==> config.mk <==
export PLATFORM = sky130hd
export DESIGN_NAME = multi_clk_divider
export DESIGN_NICKNAME = d
export VERILOG_FILES = /design/src/rtl/multi_clk_divider.sv
export SDC_FILE = /design/constraint.sdc
export NUM_CORES = 1
export LEC_CHECK = 0
export ABC_AREA = 1
export CAP_MARGIN = 20
export CORE_UTILIZATION = 40
export DETAILED_ROUTE_END_ITERATION = 8
export PLACE_DENSITY = 0.57
export SLEW_MARGIN = 20
export SYNTH_ARGS = -nofsm -noshare
export SYNTH_HDL_FRONTEND = slang
export SYNTH_SLANG_ARGS = --single-unit
==> constraint.sdc <==
create_clock -name clk100 -period 4.8 [get_ports clk100]
set_input_delay 0.96 -clock clk100 [delete_from_list [all_inputs] [get_ports clk100]]
set_output_delay 0.96 -clock clk100 [all_outputs]
set_load 0.03 [all_outputs]
==> src/rtl/multi_clk_divider.sv <==
// Multi-channel 50%-duty clock divider with per-channel tick and glitch-free runtime reprogramming.
// Outputs registered; cfg_ready drops for a channel while its shadow config waits for a period boundary.
module multi_clk_divider #(
  parameter int NUM_CH       = 2,
  parameter int CNT_W        = 16,
  parameter int DEFAULT_HALF = 50,
  localparam int CH_W        = (NUM_CH > 1) ? $clog2(NUM_CH) : 1
) (
  input  logic              clk100,
  input  logic              reset_n,
  input  logic              cfg_valid,
  output logic              cfg_ready,
  input  logic [CH_W-1:0]   cfg_ch,
  input  logic [CNT_W-1:0]  cfg_half,
  input  logic              cfg_en,
  output logic [NUM_CH-1:0] div_clk,
  output logic [NUM_CH-1:0] div_tick,
  output logic [NUM_CH-1:0] ch_active
);

  logic [NUM_CH-1:0][CNT_W-1:0] cnt_q, cnt_d;
  logic [NUM_CH-1:0][CNT_W-1:0] half_q, half_d;
  logic [NUM_CH-1:0][CNT_W-1:0] pend_half_q, pend_half_d;
  logic [NUM_CH-1:0]            active_q, active_d;
  logic [NUM_CH-1:0]            div_clk_q, div_clk_d;
  logic [NUM_CH-1:0]            tick_q, tick_d;
  logic [NUM_CH-1:0]            pend_q, pend_d;
  logic [NUM_CH-1:0]            pend_en_q, pend_en_d;
  logic [NUM_CH-1:0]            cfg_sel;
  logic                         cfg_fire;

  // Out-of-range channel indices decode to no channel, so they are accepted and dropped.
  always_comb begin
    cfg_sel = '0;
    for (int i = 0; i < NUM_CH; i++) begin
      if (cfg_ch == CH_W'(i)) begin
        cfg_sel[i] = 1'b1;
      end
    end
  end

  assign cfg_ready = ~|(cfg_sel & pend_q);
  assign cfg_fire  = cfg_valid & cfg_ready;

  always_comb begin
    cnt_d       = cnt_q;
    half_d      = half_q;
    active_d    = active_q;
    div_clk_d   = div_clk_q;
    tick_d      = '0;
    pend_d      = pend_q;
    pend_half_d = pend_half_q;
    pend_en_d   = pend_en_q;
    for (int i = 0; i < NUM_CH; i++) begin
      if (active_q[i]) begin
        if (cnt_q[i] == half_q[i]) begin
          cnt_d[i]     = '0;
          div_clk_d[i] = ~div_clk_q[i];
          if (!div_clk_q[i]) begin
            tick_d[i] = 1'b1;
          end else if (pend_q[i]) begin
            // Falling edge closes a full period: the only safe point to swap config.
            half_d[i]   = pend_half_q[i];
            active_d[i] = pend_en_q[i];
            pend_d[i]   = 1'b0;
          end
        end else begin
          cnt_d[i] = cnt_q[i] + CNT_W'(1);
        end
      end else begin
        cnt_d[i]     = '0;
        div_clk_d[i] = 1'b0;
        if (pend_q[i]) begin
          half_d[i]   = pend_half_q[i];
          active_d[i] = pend_en_q[i];
          pend_d[i]   = 1'b0;
        end
      end
      // A transfer needs pend clear, so it never collides with an apply above.
      if (cfg_fire && cfg_sel[i]) begin
        pend_d[i]      = 1'b1;
        pend_half_d[i] = cfg_half;
        pend_en_d[i]   = cfg_en;
      end
    end
  end

  always_ff @(posedge clk100) begin
    if (!reset_n) begin
      for (int i = 0; i < NUM_CH; i++) begin
        cnt_q[i]       <= '0;
        half_q[i]      <= CNT_W'(DEFAULT_HALF);
        pend_half_q[i] <= CNT_W'(DEFAULT_HALF);
      end
      active_q  <= '1;
      div_clk_q <= '0;
      tick_q    <= '0;
      pend_q    <= '0;
      pend_en_q <= '0;
    end else begin
      cnt_q       <= cnt_d;
      half_q      <= half_d;
      pend_half_q <= pend_half_d;
      active_q    <= active_d;
      div_clk_q   <= div_clk_d;
      tick_q      <= tick_d;
      pend_q      <= pend_d;
      pend_en_q   <= pend_en_d;
    end
  end

  assign div_clk   = div_clk_q;
  assign div_tick  = tick_q;
  assign ch_active = active_q;

endmodule
==> out/metrics.yaml <==
start_kind: "input port"
placed_cell_area_mm2: 0.00520
insertion_delay_ns: 0.35
finalSetupTns_ns: 0
drv_cap: 0
ctsHoldBuffers: 0
fin_crit_ns: 3.29
fin_cells: 876
end_kind: "output port"
rows: 40
ys_seq_area_share_pct: 43.3
final_hold_viol_count: 0
place_inst: 860
path_max_fanout: 3
cts_setup_buffers: 0
synth_commonest_cells: "nand2_1 (178), dfxtp_1 (106), inv_1 (98)"
diodes: 0
synth_flop_cell: "dfxtp_1"
worst_pin_slew_ns: 0.820
syn_to_final_growth_pct: 13.0
postSynthCellCount: 714
worst_slack_ns: 1.51
die-area_mm2: 0.0127
regArea_mm2: 0.00212
clk_pin_slew_ns: 0.07
grt_start_max_net_pins: 38
outcome: "complete, no violations"
syn_area_per_cell_um2: 6.87
cts_root_buf: "clkbuf_16"
max_clock_freq_mhz: 304
slew_viol_final: 0
layout.nets: 747
synth_top_area_cell: "dfxtp_1"
grt_first_pass_wirelength_um: 17600
setup-violations-final: 0
hold_path.class: "register to register"
core-area_mm2: 0.0120
cts_tree: "yes"
yosys_register_bits: 106
peakVddDrop_uv: 187
drive_gt1_share_pct: 6.04
crit_required_ns: 3.84
grtUsageTotal_pct: 17.6
finClkSkew_ns: 0.00763
finish.instance_area_mm2: 0.00554
clockBufferDepth: 2
p_leak_nw: 2.26
clock-sinks: 106
cts_resized: 0
gr-total-overflow: 0
synth_top_area_share_pct: 43.3
ant_nets: 0
start_util_pct: 41.0
slew_headroom_pct: 45.3
synth_most_common_cell: "nand2_1"
synthesis.area_mm2: 0.00490
grt_pass1_vias: 3688
dr.pass1.iters: 4
yosys-top-cells-area: "dfxtp_1 (43%), nand2_1 (14%), inv_1 (7.5%)"
place_ws_ns: 1.50
power_density_mw_per_mm2: 337
syn-num-nets: 737
dp_hpwl_um: 7760
die_h_um: 113
io_buffers: 27
postRouteWirelength_um: 10600
gp_congestion: 0.796
critPathKind: "input port to output port"
dr_total_vias: 4270
num_io_pins: 28
rsz0062_at_grt: "false"
drc: 0
wl_per_cell_um: 12.1
finalCritPeriodShare_pct: 68.6
synth_edf_count: 0
multi_input_area_mm2: 0.00222
via_per_inst: 4.87
numCtsBuffers: 9
whs_ns: 0.458
async_flop_share_pct: 0
cts-htree-levels: 3
critPathArrivalTime_ns: 2.33
yosysWarnings: 0
antenna_found_initial: 0
first_iter_violations: 204
dieWidth_um: 113
synth.distinct_cells: 34
fillers: 1190
==> per-layer routing <==
metal,part of all wire (%),vias up,track usage (%)
met5,0,-,0
met4,0.88,0,6.93
met3,3.1,8,3.75
met2,43,57,26.4
met1,53,1913,24.8
li1,-,2292,-
==> flip-flops by register name, summed over array words and instances, names as in the netlist <==
| register | count |
|---|---|
| ch_active | 2 |
| cnt_q | 32 |
| div_clk | 2 |
| div_tick | 2 |
| half_q | 32 |
| pend_en_q | 2 |
| pend_half_q | 32 |
| pend_q | 2 |
==> cells in the final DEF (no fill, tap or decap), drive strengths merged <==
master           n
xnor2            1
clkbuf          11
o21a             1
buf              4
clkinvlp         1
inv            103
nor3b            7
nor4             3
o22ai            2
mux2i            1
clkinv           1
a211oi           2
dfxtp          106
o21ai           32
clkdlybuf4s50   26
ha               2
nand3           33
a21oi           65
nand4           31
bufinv           3
nand2          184
o31ai            1
nor3            10
a31oi            1
nor2            92
xor2             4
o211ai           2
==> kinds of logic (layout without fill, tap and decap cells) <==
kind of cell               count (synthesis)  count (layout)  share of synthesized area [%]
AOI/OAI and AO/OA                        106             106                           11.2
xor gates and xnor gates                   5               5                          0.893
adders and majority gates                  2               2                          0.510
buffers and inverters                    134             149                           11.4
DFF                                      106             106                           43.3
muxes                                      1               1                          0.204
and+or+nand+nor                          360             360                           32.5
==> worst max-delay path, cell delays in order <==
cell,delay (ns)
clkdlybuf4s50_1,0.50
nand2_1,0.08
o21ai_0,0.09
clkdlybuf4s50_1,0.70
==> final cells by class <==
| class | instances | share of cell area, % |
|---|---|---|
| inverter | 103 | 6.98 |
| clock inverter | 5 | 1.85 |
| tap | 147 | 3.32 |
| multi-input combinational | 474 | 40.1 |
| sequential | 106 | 38.3 |
| timing repair buffer | 30 | 5.20 |
| clock buffer | 11 | 4.20 |
==> metrics by stage <==
| stage | util [%] | power [mW] |
|---|---|---|
| 6_report | 46.3 | 1.87 |
| 5_1_grt | 46.3 | 1.94 |
| 4_1_cts | 46.3 | 1.89 |
| 3_5_place_dp | 43.5 | 1.06 |
| 3_3_place_gp | 43.5 | 1.05 |
| 2_1_floorplan | - | 1.02 |
==> path summary, 6_finish.rpt <==
kind,from,cells after the start,slack (ns),end
min reg2reg,pend_half_q[22]$_SDFFE_PN0P_,2,0.46,pend_half_q[22]$_SDFFE_PN0P_
max reg2reg,pend_q[0]$_SDFFE_PN0P_,5,2.81,pend_half_q[2]$_SDFFE_PN0P_
max,cfg_ch,4,1.51,cfg_ready
min,pend_half_q[22]$_SDFFE_PN0P_,2,0.46,pend_half_q[22]$_SDFFE_PN0P_
==> report_power, final <==
part	total, mW	internal, mW	leakage (nW)	switching (mW)
Clock	0.830	0.509	0.160	0.321
Combinational	0.118	0.0426	1.24	0.0757
Sequential	0.918	0.905	0.862	0.0132
No activity file was read; power rests on OpenSTA's default activity.
